`config.mk`:
```
export PLATFORM = sky130hd
export DESIGN_NAME = ram_arbiter
export DESIGN_NICKNAME = d
export VERILOG_FILES = /design/src/rtl/ram_arbiter.sv
export SDC_FILE = /design/constraint.sdc
export NUM_CORES = 1
export LEC_CHECK = 0
export BUFFER_PORTS_ARGS = -buffer_cell sky130_fd_sc_hd__buf_2
export CORE_AREA = 2 2 83 45
export CTS_CLUSTER_DIAMETER = 100
export DETAILED_ROUTE_END_ITERATION = 12
export DIE_AREA = 0 0 85 47
export GPL_TIMING_DRIVEN = 0
export PLACE_DENSITY = 0.76
export SYNTH_ARGS = -nofsm -noshare
export SYNTH_HDL_FRONTEND = slang
export SYNTH_SLANG_ARGS = --single-unit
export TNS_END_PERCENT = 1
```
`constraint.sdc`:
```
create_clock -name clk -period 1.46 [get_ports clk]
set_clock_uncertainty 0.05 [all_clocks]
set_input_delay 0.073 -clock clk [delete_from_list [all_inputs] [get_ports clk]]
set_output_delay 0.073 -clock clk [all_outputs]
set_load 0.05 [all_outputs]
```
`src/rtl/ram_arbiter.sv`:
```
// Two-requester round-robin arbiter in front of a single-port RAM.
// Each granted access occupies one ACCESS cycle. Read data is captured when the FSM leaves ACCESS.
`timescale 1ns/1ps
module ram_arbiter #(
    parameter int AW = 2,
    parameter int DW = 8
) (
    input  logic          clk,
    input  logic          rst,
    input  logic          req0,
    input  logic          req1,
    input  logic          we0,
    input  logic          we1,
    input  logic [AW-1:0] addr0,
    input  logic [AW-1:0] addr1,
    input  logic [DW-1:0] wdata0,
    input  logic [DW-1:0] wdata1,
    output logic          gnt0,
    output logic          gnt1,
    output logic          rvalid0,
    output logic          rvalid1,
    output logic [DW-1:0] rdata0,
    output logic [DW-1:0] rdata1,
    output logic [AW-1:0] ram_addr,
    output logic          ram_wr_en,
    output logic [DW-1:0] ram_wr_data,
    input  logic [DW-1:0] ram_rd_data,
    output logic          busy
);

    typedef enum logic {IDLE, ACCESS} state_t;

    state_t        r_state;
    state_t        w_state_next;
    logic          w_grant;
    logic          w_win;
    logic          r_last;
    logic          r_gnt0;
    logic          r_gnt1;
    logic          r_rvalid0;
    logic          r_rvalid1;
    logic [DW-1:0] r_rdata0;
    logic [DW-1:0] r_rdata1;
    logic [AW-1:0] r_ram_addr;
    logic          r_ram_wr_en;
    logic [DW-1:0] r_ram_wr_data;

    always_ff @(posedge clk or posedge rst) begin
        if (rst) r_state <= IDLE;
        else     r_state <= w_state_next;
    end

    // Requests are only looked at in IDLE; a tie goes to whoever did not win last.
    always_comb begin
        w_state_next = r_state;
        w_grant      = 1'b0;
        w_win        = 1'b0;
        case (r_state)
            IDLE: begin
                if (req0 || req1) begin
                    w_grant      = 1'b1;
                    w_state_next = ACCESS;
                    w_win        = (req0 && req1) ? ~r_last : req1;
                end
            end
            ACCESS:  w_state_next = IDLE;
            default: w_state_next = IDLE;
        endcase
    end

    // During ACCESS, r_last identifies the requester that owns the access.
    always_ff @(posedge clk or posedge rst) begin
        if (rst) begin
            r_last        <= 1'b1;
            r_gnt0        <= 1'b0;
            r_gnt1        <= 1'b0;
            r_rvalid0     <= 1'b0;
            r_rvalid1     <= 1'b0;
            r_rdata0      <= '0;
            r_rdata1      <= '0;
            r_ram_addr    <= '0;
            r_ram_wr_en   <= 1'b0;
            r_ram_wr_data <= '0;
        end else begin
            r_gnt0    <= w_grant & ~w_win;
            r_gnt1    <= w_grant & w_win;
            r_rvalid0 <= (r_state == ACCESS) && !r_ram_wr_en && !r_last;
            r_rvalid1 <= (r_state == ACCESS) && !r_ram_wr_en && r_last;
            if (w_grant) begin
                r_last        <= w_win;
                r_ram_addr    <= w_win ? addr1  : addr0;
                r_ram_wr_en   <= w_win ? we1    : we0;
                r_ram_wr_data <= w_win ? wdata1 : wdata0;
            end else begin
                r_ram_addr    <= '0;
                r_ram_wr_en   <= 1'b0;
                r_ram_wr_data <= '0;
            end
            if (r_state == ACCESS && !r_ram_wr_en) begin
                if (r_last) r_rdata1 <= ram_rd_data;
                else        r_rdata0 <= ram_rd_data;
            end
        end
    end

    assign gnt0        = r_gnt0;
    assign gnt1        = r_gnt1;
    assign rvalid0     = r_rvalid0;
    assign rvalid1     = r_rvalid1;
    assign rdata0      = r_rdata0;
    assign rdata1      = r_rdata1;
    assign ram_addr    = r_ram_addr;
    assign ram_wr_en   = r_ram_wr_en;
    assign ram_wr_data = r_ram_wr_data;
    assign busy        = (r_state == ACCESS);

endmodule

```
Word-level counts from Yosys, hierarchy flattened
Index checks and enable logic that the tools add are counted.
{"block": "totals", "regBits": 33}
{"block": "op_classes", "n_mux": 12, "bitwise": 5, "reduce_logical": 9}
{"op": "$mux 8", "n": 2}
{"op": "$mux 1", "n": 7}
{"op": "$logic_and 1x1->1", "n": 4}
{"op": "$mux 2", "n": 2}
{"op": "$reduce_and 2->1", "n": 2}
{"op": "$not 1->1", "n": 3}
{"op": "$and 1x1->1", "n": 2}
{"op": "$logic_not 1->1", "n": 2}
{"op": "$pmux 1 s2", "n": 1}
{"op": "$logic_or 1x1->1", "n": 1}

Logic depth before layout (Yosys ltp)
Gate-level depths: netlist of the first run.
{"block": "logic_depth", "word_depth": 6, "depth_mapped": 4, "ltp_nobuf": 2}

Worst setup path before layout of the first run
OpenSTA, ideal clock, no wires.
{"block": "synth_path", "kind": "register to register", "startpoint": "reg r_state, in the netlist busy", "endpoint": "reg r_rdata0[0], in the netlist rdata0[0]", "setup_ns": 0.125, "t_arrival_ns": 1.438, "t_required_ns": 1.285, "slack_ns": -0.153, "path_stages_with_launch": 5, "path_buffers": 2, "path_cell_list": "dfrtp_1 -> buf_6 -> nor3b_2 -> buf_6 -> mux2_4"}
{"block": "synth_via", "elab_chain_len": 2}
{"item": "start: declaration", "line": "33", "rtl": "state_t r_state;"}
{"item": "start signal: assignment", "line": "50", "rtl": "else r_state <= w_state_next;"}
{"item": "$logic_and 1x1->1", "line": "99", "rtl": "if (r_state == ACCESS && !r_ram_wr_en) begin"}
{"item": "$reduce_and 2->1 (no line)"}
{"item": "end signal: assignment", "line": "101", "rtl": "else r_rdata0 <= ram_rd_data;"}
{"item": "end: declaration", "line": "42", "rtl": "logic [DW-1:0] r_rdata0;"}
No other way between the ends.
A chain may end at the register's enable or synchronous reset.

Final worst setup path of the first run
{"block": "layout_path", "startpoint": "reg r_state, in the netlist busy", "endpoint": "reg r_ram_wr_data[0], in the netlist ram_wr_data[0]"}
{"block": "layout_via", "elab_chain_len": 3}
{"item": "$mux 1", "line": "58", "rtl": "case (r_state)"}
{"item": "$mux 8", "line": "93", "rtl": "r_ram_wr_data <= w_win ? wdata1 : wdata0;"}
{"item": "$mux 8 *", "line": "89", "rtl": "if (w_grant) begin"}
{"item": "end signal: assignment", "line": "93"}
{"item": "end: declaration", "line": "46", "rtl": "logic [DW-1:0] r_ram_wr_data;"}
Mark *: on every way between the ends. The rest lies on a longest branch, timed or not.

==> metrics, run 1 <==
status finished, final reports clean; crit path DAT 1490 ps; Routed WL 3370 um; LEAKAGE 1.01 nW; die area 0.00400 mm2; Min-Delay Startpoint wdata0[1]; initial core utilization 42.8%; antenna cells 0; Final Setup Violations 0; DRT iter0 DRCs 89; Core Area 0.00328 mm2; number of CTS-inserted buffers 5; Synth Area in XOR/XNOR 0%; R2R Path Start busy; Remaining Overflow, GRT 0; VDD IR-drop max 1460 uV; Max stage delay cell, worst path dfrtp_2; crit path cell chain buf_6 > clkbuf_1 > nand2b_1 > o32ai_1; Synth Area in Simple Gates 13.7%; first-pass GRT wire length 4860 um; worst hold-check path type input pin to register; Final HPWL DP 2410 um; Max Cap Violations 0; IO Port Bufs 65; gr usage total 16.9%; synthesized area 0.00141 mm2; initial antenna violation count 0; Net Count, Synth 137; drt drc 0; CP delay by family, top flip-flops; CP endpoint kind register; Via Count 1078; number of global-route vias before repair 1042; Slew Limit Fails 0; setup bufs post-CTS 0; largest net degree at the start of global routing 34; largest family of logic cells by synthesized area multiplexers; Power Density 2000 mW/mm2; Register Area 828 um2; critical path's largest stage delay 410 ps; Chip Width 85 um; Final Wtd Congestion 0.904; Clk pin slew, worst setup/hold paths 70 ps; Post-Syn Instances 103; FF+latch count, synth 33; reg2reg end ram_wr_data[0]; TritonCTS Sinks 33; Syn. warnings 0; Crit path buffers/inverters 2; DRT antenna net count 0; post-synthesis adder-cell area fraction 0%; multi-input logic area 518 um2; clock period minus worst slack 1370 ps; vias per inst 4.73; Seq/Total Area, Yosys 58.8%; area grow syn2layout 41.2%; CTS root buf clkbuf_8; Min-Delay Path Depth 3; syn avg cell area 13.7 um2; routed len/inst 14.8 um; crit-path max FO 10; row count 15; Setup crit start kind register; post-synthesis mux area share 14.9%; Crit path depth 4; Slew headroom 52.8%; worst hold slack 4.24 ps; Fill cells 273; Power, Total 0.00396 W; max frequency 732 MHz; worst r2r path cells 4; final number of hold-violating endpoints 0; CTS tree done; Die Ht 47 um; Initial DRT Pass Iterations 4; Worst R2R Setup Slack 90 ps; CTS H-tree depth 2; critical path type register to register; Synth Area in Compound Gates 8.19%; # IOs 66; distinct cell type count after synthesis 16; fin crit share 93.6%; CTS max path bufs 2; Clk Latency, worst-skew pair 270 ps; hold endpoint ram_wr_data[1]; ratio of cells with drive above 1 in the final layout 52.7%; WP data required 1580 ps; Final #Nets 219; unrepaired setup endpoints after global routing no; Slew @ Worst Pin 707 ps
-- Yosys cell counts (all sizes together) --
library cell | instances | area (um2)
buf | 4 | 38.8
nor2 | 5 | 18.8
nor3b | 1 | 12.5
dfstp | 1 | 26.3
inv | 3 | 11.3
nor2b | 1 | 6.26
o32ai | 11 | 96.3
a21bo | 1 | 10.0
a22o | 1 | 8.76
mux2 | 16 | 210
dfrtp | 32 | 801
clkbuf | 3 | 11.3
nand3b | 1 | 11.3
nand2b | 23 | 144
-- worst register-to-register path, stage by stage, from the launching register on --
cell	delay [ps]
dfrtp_2	410
buf_6	140
clkbuf_1	200
nand2b_1	210
o32ai_1	260
-- timing repair --
action / 4_1_cts / 5_1_grt
resized for setup: 0 / 0
hold endpoints to repair: 11 / 16
endpoints found under the setup margin: 0 / 0
hold buffers: 7 / 2
-- sequential cells by signal, indices dropped and copies added, names as in the netlist --
register     count
r_last           1
ram_wr_en        1
rdata1           8
gnt0             1
rdata0           8
ram_wr_data      8
ram_addr         2
gnt1             1
rvalid0          1
rvalid1          1
busy             1
-- layer usage --
metal	GRT usage, %	share of wire (%)	wire, um	up-vias
met5	0	0	0	-
met4	5.40	0.56	19	0
met3	6.50	7.1	240	2
met2	26.9	46	1530	46
met1	21.9	47	1580	509
li1	-	-	-	521
-- area by class of cell --
cell class | count | area share, %
sequential | 33 | 41.7
multi-input combinational | 60 | 26.1
timing repair buffer | 75 | 22.3
clock buffer | 6 | 3.65
tap | 42 | 2.65
buffer | 7 | 2.52
inverter | 3 | 0.567
clock inverter | 2 | 0.504
-- placed cells by master (no fill, tap or decap), types with 2 or more instances in the layout --
cell type      Yosys  layout
buf_2              1      66
buf_6              3       3
clkbuf_1           3       4
clkbuf_8           0       5
clkinv_2           0       2
dfrtp_1           32      31
dlygate4sd3_1      0       9
inv_1              3       3
mux2_2             8       8
mux2_4             8       8
nand2b_1          23      23
nor2_1             5       5
o32ai_1           11      11
-- cell families (layout without fill, tap and decap cells) --
logic type,Yosys count,count (layout)
buf+inv,10,93
flops,33,33
simple gates,31,31
compound gates,13,13
mux,16,16
-- how the worst max path moves through the flow --
stage / endpoint / from
after detailed placement: busy / rst
after CTS: ram_wr_data[0] / busy
after floorplan: rdata0[0] / busy
after global routing: ram_wr_data[3] / busy
after global placement: busy / rst
final: ram_wr_data[0] / busy
-- power breakdown --
| part | switching, W | internal (W) |
|---|---|---|
| clock | 0.000317 | 0.000330 |
| combinational | 0.00136 | 0.000598 |
| sequential | 0.000146 | 0.00121 |
-- through the flow --
step	setup TNS, ps	instance area (um2)	util [%]	std cells	worst slack [ps]
after floorplan	-109	1410	-	103	-13.7
after global placement	0	1790	54.4	210	138
after detailed placement	0	1790	54.4	210	72.4
after CTS	0	1940	59.0	225	82.5
after global routing	0	1990	60.5	228	40.1
final	0	1990	60.5	228	93.0
No activity file was read; power rests on OpenSTA's default activity.
==> run 2: changes to the inputs <==
--- a/config.mk
+++ b/config.mk
@@ -5,13 +5,14 @@
 export SDC_FILE = /design/constraint.sdc
 export NUM_CORES = 1
 export LEC_CHECK = 0
+export ABC_AREA = 1
 export BUFFER_PORTS_ARGS = -buffer_cell sky130_fd_sc_hd__buf_2
 export CORE_AREA = 2 2 83 45
 export CTS_CLUSTER_DIAMETER = 100
 export DETAILED_ROUTE_END_ITERATION = 12
 export DIE_AREA = 0 0 85 47
 export GPL_TIMING_DRIVEN = 0
-export PLACE_DENSITY = 0.76
+export PLACE_DENSITY = 0.78
 export SYNTH_ARGS = -nofsm -noshare
 export SYNTH_HDL_FRONTEND = slang
 export SYNTH_SLANG_ARGS = --single-unit
==> metrics, run 2 <==
VDD IR-drop max 1010 uV (-31%); # IOs 66 (unchanged); DRT iter0 DRCs 47 (-47%); crit path DAT 1450 ps (-40 ps); area grow syn2layout 41.3% (about the same); top-area cell type share of the netlist area 54.9% (-2.0 points); grt peak-use layer met2; CP endpoint kind register; die area 0.00400 mm2 (unchanged); max frequency 751 MHz (+2.6%); setup TNS 0 ps (unchanged); initial core utilization 44.4% (+1.6 points); most frequent cell after synthesis dfrtp_1; worst hold-check path type input pin to register; row count 15 (unchanged); Synth top cells by count dfrtp_1, nand2_1, inv_1; Max Cap Violations 0 (unchanged); Via Count 1291 (+20%); Final Setup Violations 0 (unchanged); most frequent cells in the layout buf_2, dfrtp_1, nand2_1, inv_1, o21ai_2; crit-path max FO 10 (unchanged); FF+latch count, synth 33 (unchanged); gr usage total 19.6% (+2.7 points); clock period minus worst slack 1330 ps (-35.3 ps); Slew headroom 73.7% (+21 points); number of CTS-inserted buffers 5 (unchanged); Post-Syn Instances 151 (+47%); Area contributors post-synth dfrtp_1, o21ai_2, nand2_1; LEAKAGE 1.17 nW (+16%); final number of hold-violating endpoints 0 (unchanged); Syn. warnings 0 (unchanged); Register Area 827 um2 (-0.15%); CTS tree done; grt met1 use 24.4% (+2.5 points); placed cell count 258 (+23%); Chip Width 85 um (unchanged); largest net degree at the start of global routing 34 (unchanged); initial antenna violation count 0 (unchanged); Slew @ Worst Pin 392 ps (-315 ps); Final #Nets 269 (+23%); status finished, final reports clean; distinct cell type count after synthesis 17 (+1); Slew Limit Fails 0 (unchanged); Setup crit start kind register; Remaining Overflow, GRT 0 (unchanged); Net Count, Synth 185 (+35%); commonest non-fill, non-tap cell in the layout buf_2; multi-input logic area 468 um2 (-9.7%); Post-synth EDFFs 0 (unchanged); Power Density 1780 mW/mm2 (-11%); fraction of registers with async set or reset after synthesis 100% (unchanged); DRT antenna net count 0 (unchanged); most common flop cell mapped by yosys dfrtp_1; Initial DRT Pass Iterations 5 (+1); Clk Latency, worst-skew pair 280 ps (about the same); fin crit share 91.2% (-2.4 points); syn avg cell area 9.65 um2 (-29%); Finished Layout Cells 277 (+21%); WP data required 1580 ps (about the same); Final HPWL DP 2450 um (+1.5%); drt drc 0 (unchanged); fin area 0.00206 mm2 (+3.7%); Clk pin slew, worst setup/hold paths 60 ps (about the same); antenna cells 0 (unchanged); number of global-route vias before repair 1222 (+17%); ratio of cells with drive above 1 in the final layout 42.6% (-10 points); Placed Area 0.00184 mm2 (+2.8%); worst hold slack 16.8 ps (+12.6 ps); Resized Gates After CTS 0 (unchanged); Die Ht 47 um (unchanged); Fill cells 297 (+8.8%); area leader, netlist dfrtp_1; vias per inst 4.66 (-1.4%); routed len/inst 12.7 um (-14%); Routed WL 3520 um (+4.5%); CTS root buf clkbuf_8; Final Wtd Congestion 0.864 (-4.4%); unrepaired setup endpoints after global routing no; synthesized area 0.00146 mm2 (+3.6%); TritonCTS Sinks 33 (unchanged); IO Port Bufs 65 (unchanged); met2 GRT Util 31.9% (+5.0 points); Seq/Total Area, Yosys 56.7% (-2.1 points); first-pass GRT wire length 5670 um (+17%); CTS max path bufs 2 (unchanged); met3 global-route usage 7.21% (+0.70 points); CTS H-tree depth 2 (unchanged); critical path type register to register; Core Area 0.00328 mm2 (unchanged)
## run 2: area by class of cell
cell class,count,share of cell area [%]
tap,42,2.55
clock buffer,7,4.19
buffer,7,3.16
multi-input combinational,85,22.7
sequential,33,40.2
timing repair buffer,77,22.5
inverter,26,4.74
## run 2: repair_timing
action                     in CTS  in global routing
setup endpoints to repair       0                  0
hold buffers                   10                  1
hold endpoints to repair       10                 32
setup buffers                   0                  0
## run 2: power by group
part | leakage (nW) | internal [W] | switching, W
sequential | 0.415 | 0.00116 | 0.000125
combinational | 0.707 | 0.000426 | 0.00128
clock | 0.0443 | 0.000374 | 0.000309
total | 1.17 | 0.00196 | 0.00171
## run 2: worst paths after layout
| check | from | end | slack, ps | cells after the start |
|---|---|---|---|---|
| max | r_last | ram_addr[1] | 130 | 4 |
| min | addr0[0] | ram_addr[0] | 20 | 3 |
| max reg2reg | r_last | ram_addr[1] | 130 | 4 |
| min reg2reg | rdata0[4] | rdata0[4] | 430 | 2 |
| max in group asynchronous | rst | r_last | 650 | 4 |
| min in group asynchronous | rst | ram_wr_data[0] | 220 | 3 |
## run 2: critical path: stages, from the launching register on
cell	delay [ps]
dfstp_2	570
nand2_1	140
buf_2	220
a21oi_1	180
nor2_1	70
## run 2: logic make-up after synthesis
logic type	after synthesis	share of synthesized area [%]
buffers and inverters	33	11.2
AO/OA/AOI/OAI	28	13.7
flip-flops	33	56.7
AND/OR/NAND/NOR	57	18.4
## run 2: routing by layer
layer  share of wire, %  wire, um
met5                  0         0
met4                2.5        89
met3                6.4       225
met2                 46      1640
met1                 45      1570
## run 2: stage by stage
| step | total power [W] | setup slack, ps | util, % |
|---|---|---|---|
| after global placement | 0.00295 | 182 | 55.9 |
| after global routing | 0.00387 | 42.5 | 62.7 |
| final | 0.00367 | 128 | 62.7 |
| after CTS | 0.00370 | 138 | 61.6 |
| after floorplan | 0.00258 | 34.6 | - |
| after detailed placement | 0.00298 | 155 | 55.9 |
==> run 3: changes to the inputs <==
--- a/config.mk
+++ b/config.mk
@@ -7,12 +7,12 @@
 export LEC_CHECK = 0
 export ABC_AREA = 1
 export BUFFER_PORTS_ARGS = -buffer_cell sky130_fd_sc_hd__buf_2
-export CORE_AREA = 2 2 83 45
+export CORE_AREA = 10 10 96 56
 export CTS_CLUSTER_DIAMETER = 100
 export DETAILED_ROUTE_END_ITERATION = 12
-export DIE_AREA = 0 0 85 47
+export DIE_AREA = 0 0 106 66
 export GPL_TIMING_DRIVEN = 0
-export PLACE_DENSITY = 0.78
+export PLACE_DENSITY = 0.73
 export SYNTH_ARGS = -nofsm -noshare
 export SYNTH_HDL_FRONTEND = slang
 export SYNTH_SLANG_ARGS = --single-unit
==> constraint.sdc (replaced) <==
create_clock -name clk -period 1.2 [get_ports clk]
set_clock_uncertainty 0.05 [all_clocks]
set_input_delay 0.06 -clock clk [delete_from_list [all_inputs] [get_ports clk]]
set_output_delay 0.06 -clock clk [all_outputs]
set_load 0.05 [all_outputs]
==> metrics, run 3 (synthesis gave the netlist of run 2 again) <==
status complete, but fails checks; failing checks setup timing; row count 16 (+1); crit-path max FO 10 (unchanged); area grow syn2layout 62.6%; Final #Nets 283 (+5.2%); LEAKAGE 1.28 nW (+9.9%); setup TNS -113 ps (-113 ps); CTS tree done; Slew headroom 76.6% (+2.9 points); Final Setup Violations 11 (+11); # IOs 66 (unchanged); routed len/inst 15.1 um (+19%); drt drc 0 (unchanged); IO Port Bufs 65 (unchanged); fin crit share 102% (+11 points); worst hold slack 8.34 ps (-8.48 ps); PnR worst setup slack -24.7 ps (-153 ps); Remaining Overflow, GRT 0 (unchanged); gr usage total 11.6% (-8.0 points); max frequency 817 MHz (+8.7%); VDD IR-drop max 1140 uV (+13%); antenna cells 0 (unchanged); initial core utilization 39.1% (-5.2 points); first-pass GRT wire length 6350 um (+12%); Routed WL 4580 um (+30%); Via Count 1361 (+5.4%); TritonCTS Sinks 33 (unchanged); WP data required 1330 ps (-250 ps); Core Area 0.00372 mm2 (+13%); CTS root buf clkbuf_8; critical path type register to register; DRT antenna net count 0 (unchanged); crit path DAT 1350 ps (-100 ps); Clk Latency, worst-skew pair 280 ps (about the same); DRT iter0 DRCs 33 (-30%); number of global-route vias before repair 1236 (+1.1%); Setup crit start kind register; most frequent cells in the layout buf_2, dfrtp_1, inv_1, nand2_1, o21ai_2; vias per inst 4.48 (-3.9%); number of CTS-inserted buffers 5 (unchanged); die area 0.00700 mm2 (+75%); Clk pin slew, worst setup/hold paths 70 ps (about the same); largest net degree at the start of global routing 34 (unchanged); CTS H-tree depth 2 (unchanged); Max Cap Violations 0 (unchanged); Initial DRT Pass Iterations 4 (-1); utilization after layout 63.6% (+0.94 points); CTS max path bufs 2 (unchanged); Slew Limit Fails 0 (unchanged); final number of hold-violating endpoints 0 (unchanged); CP endpoint kind register; unrepaired setup endpoints after global routing yes; initial antenna violation count 0 (unchanged); clock period minus worst slack 1220 ps (-107 ps); commonest non-fill, non-tap cell in the layout buf_2; Chip Width 106 um (+25%); Final Wtd Congestion 0.741 (-14%); Die Ht 66 um (+40%); Slew @ Worst Pin 348 ps (-43.9 ps); worst hold-check path type input pin to register; Power, Total 0.00483 W (+32%); Final HPWL DP 2950 um (+21%); ratio of cells with drive above 1 in the final layout 54.0% (+11 points); Power Density 2040 mW/mm2 (+14%)
-- run 3: cell types whose count changed in the layout (fill, tap and decap cells not counted), moves of 3 or more --
cell     delta
a21oi_1     -9
a21oi_2     +9
nand2_1     -9
nand2_2     +7
buf_12      +4
buf_4       +4
buf_2       -3
buf_6       +3
-- run 3: stage by stage --
stage          area [um2]  setup slack, ps  cells
5_1_grt              2370            -77.5    304
3_5_place_dp         1850             -239    270
4_1_cts              2090            -17.5    290
3_3_place_gp         1850             -250    270
2_1_floorplan        1460             1.60    151
6_report             2370            -24.7    304
-- run 3: final timing paths --
kind                                   to            from  slack [ps]  cells after the start
worst max-delay path            ram_wr_en          r_last         -20                      4
worst min-delay path            rdata1[4]  ram_rd_data[4]           8                      3
worst max register to register  ram_wr_en          r_last         -20                      4
worst min register to register  rdata1[5]       rdata1[5]         430                      2
max in group asynchronous          r_last             rst         430                      4
min in group asynchronous         rvalid1             rst         190                      3
-- run 3: what timing repair did --
item,CTS,global route
cloned,0,4
resized for setup,8,33
endpoints found under the setup margin,13,22
hold buffers,12,1
pin swaps,0,3
buffers inserted,0,8
hold endpoints to repair,12,32
-- run 3: metal layers --
layer  vias to the layer above  track usage [%]  part of all wire (%)
li1                        671                -                     -
met1                       636             14.2                    47
met2                        47             16.8                    44
met3                         7             5.74                   7.7
met4                         0             5.03                   1.2
met5                         -                0                     0
-- run 3: critical path: stages (launching register included) --
cell	delay (ps)
dfstp_2	600
nand2_4	100
buf_8	160
a21oi_2	150
nor2_1	60
-- run 3: layout make-up --
class                   count  area (um2)
clock buffers               8        90.1
well taps                  54        67.6
flip-flops and latches     33         830
multi-input cells          86         562
plain buffers               7         100
inverters                  26        97.6
repair buffers             90         623
fillers                   316        1350
-- run 3: power breakdown --
part | total, W | switching [W] | internal, W | leakage (nW)
clock network | 0.000870 | 0.000402 | 0.000468 | 0.0455
logic | 0.00236 | 0.00166 | 0.000701 | 0.824
registers | 0.00159 | 0.000180 | 0.00141 | 0.412
total | 0.00483 | 0.00225 | 0.00258 | 1.28
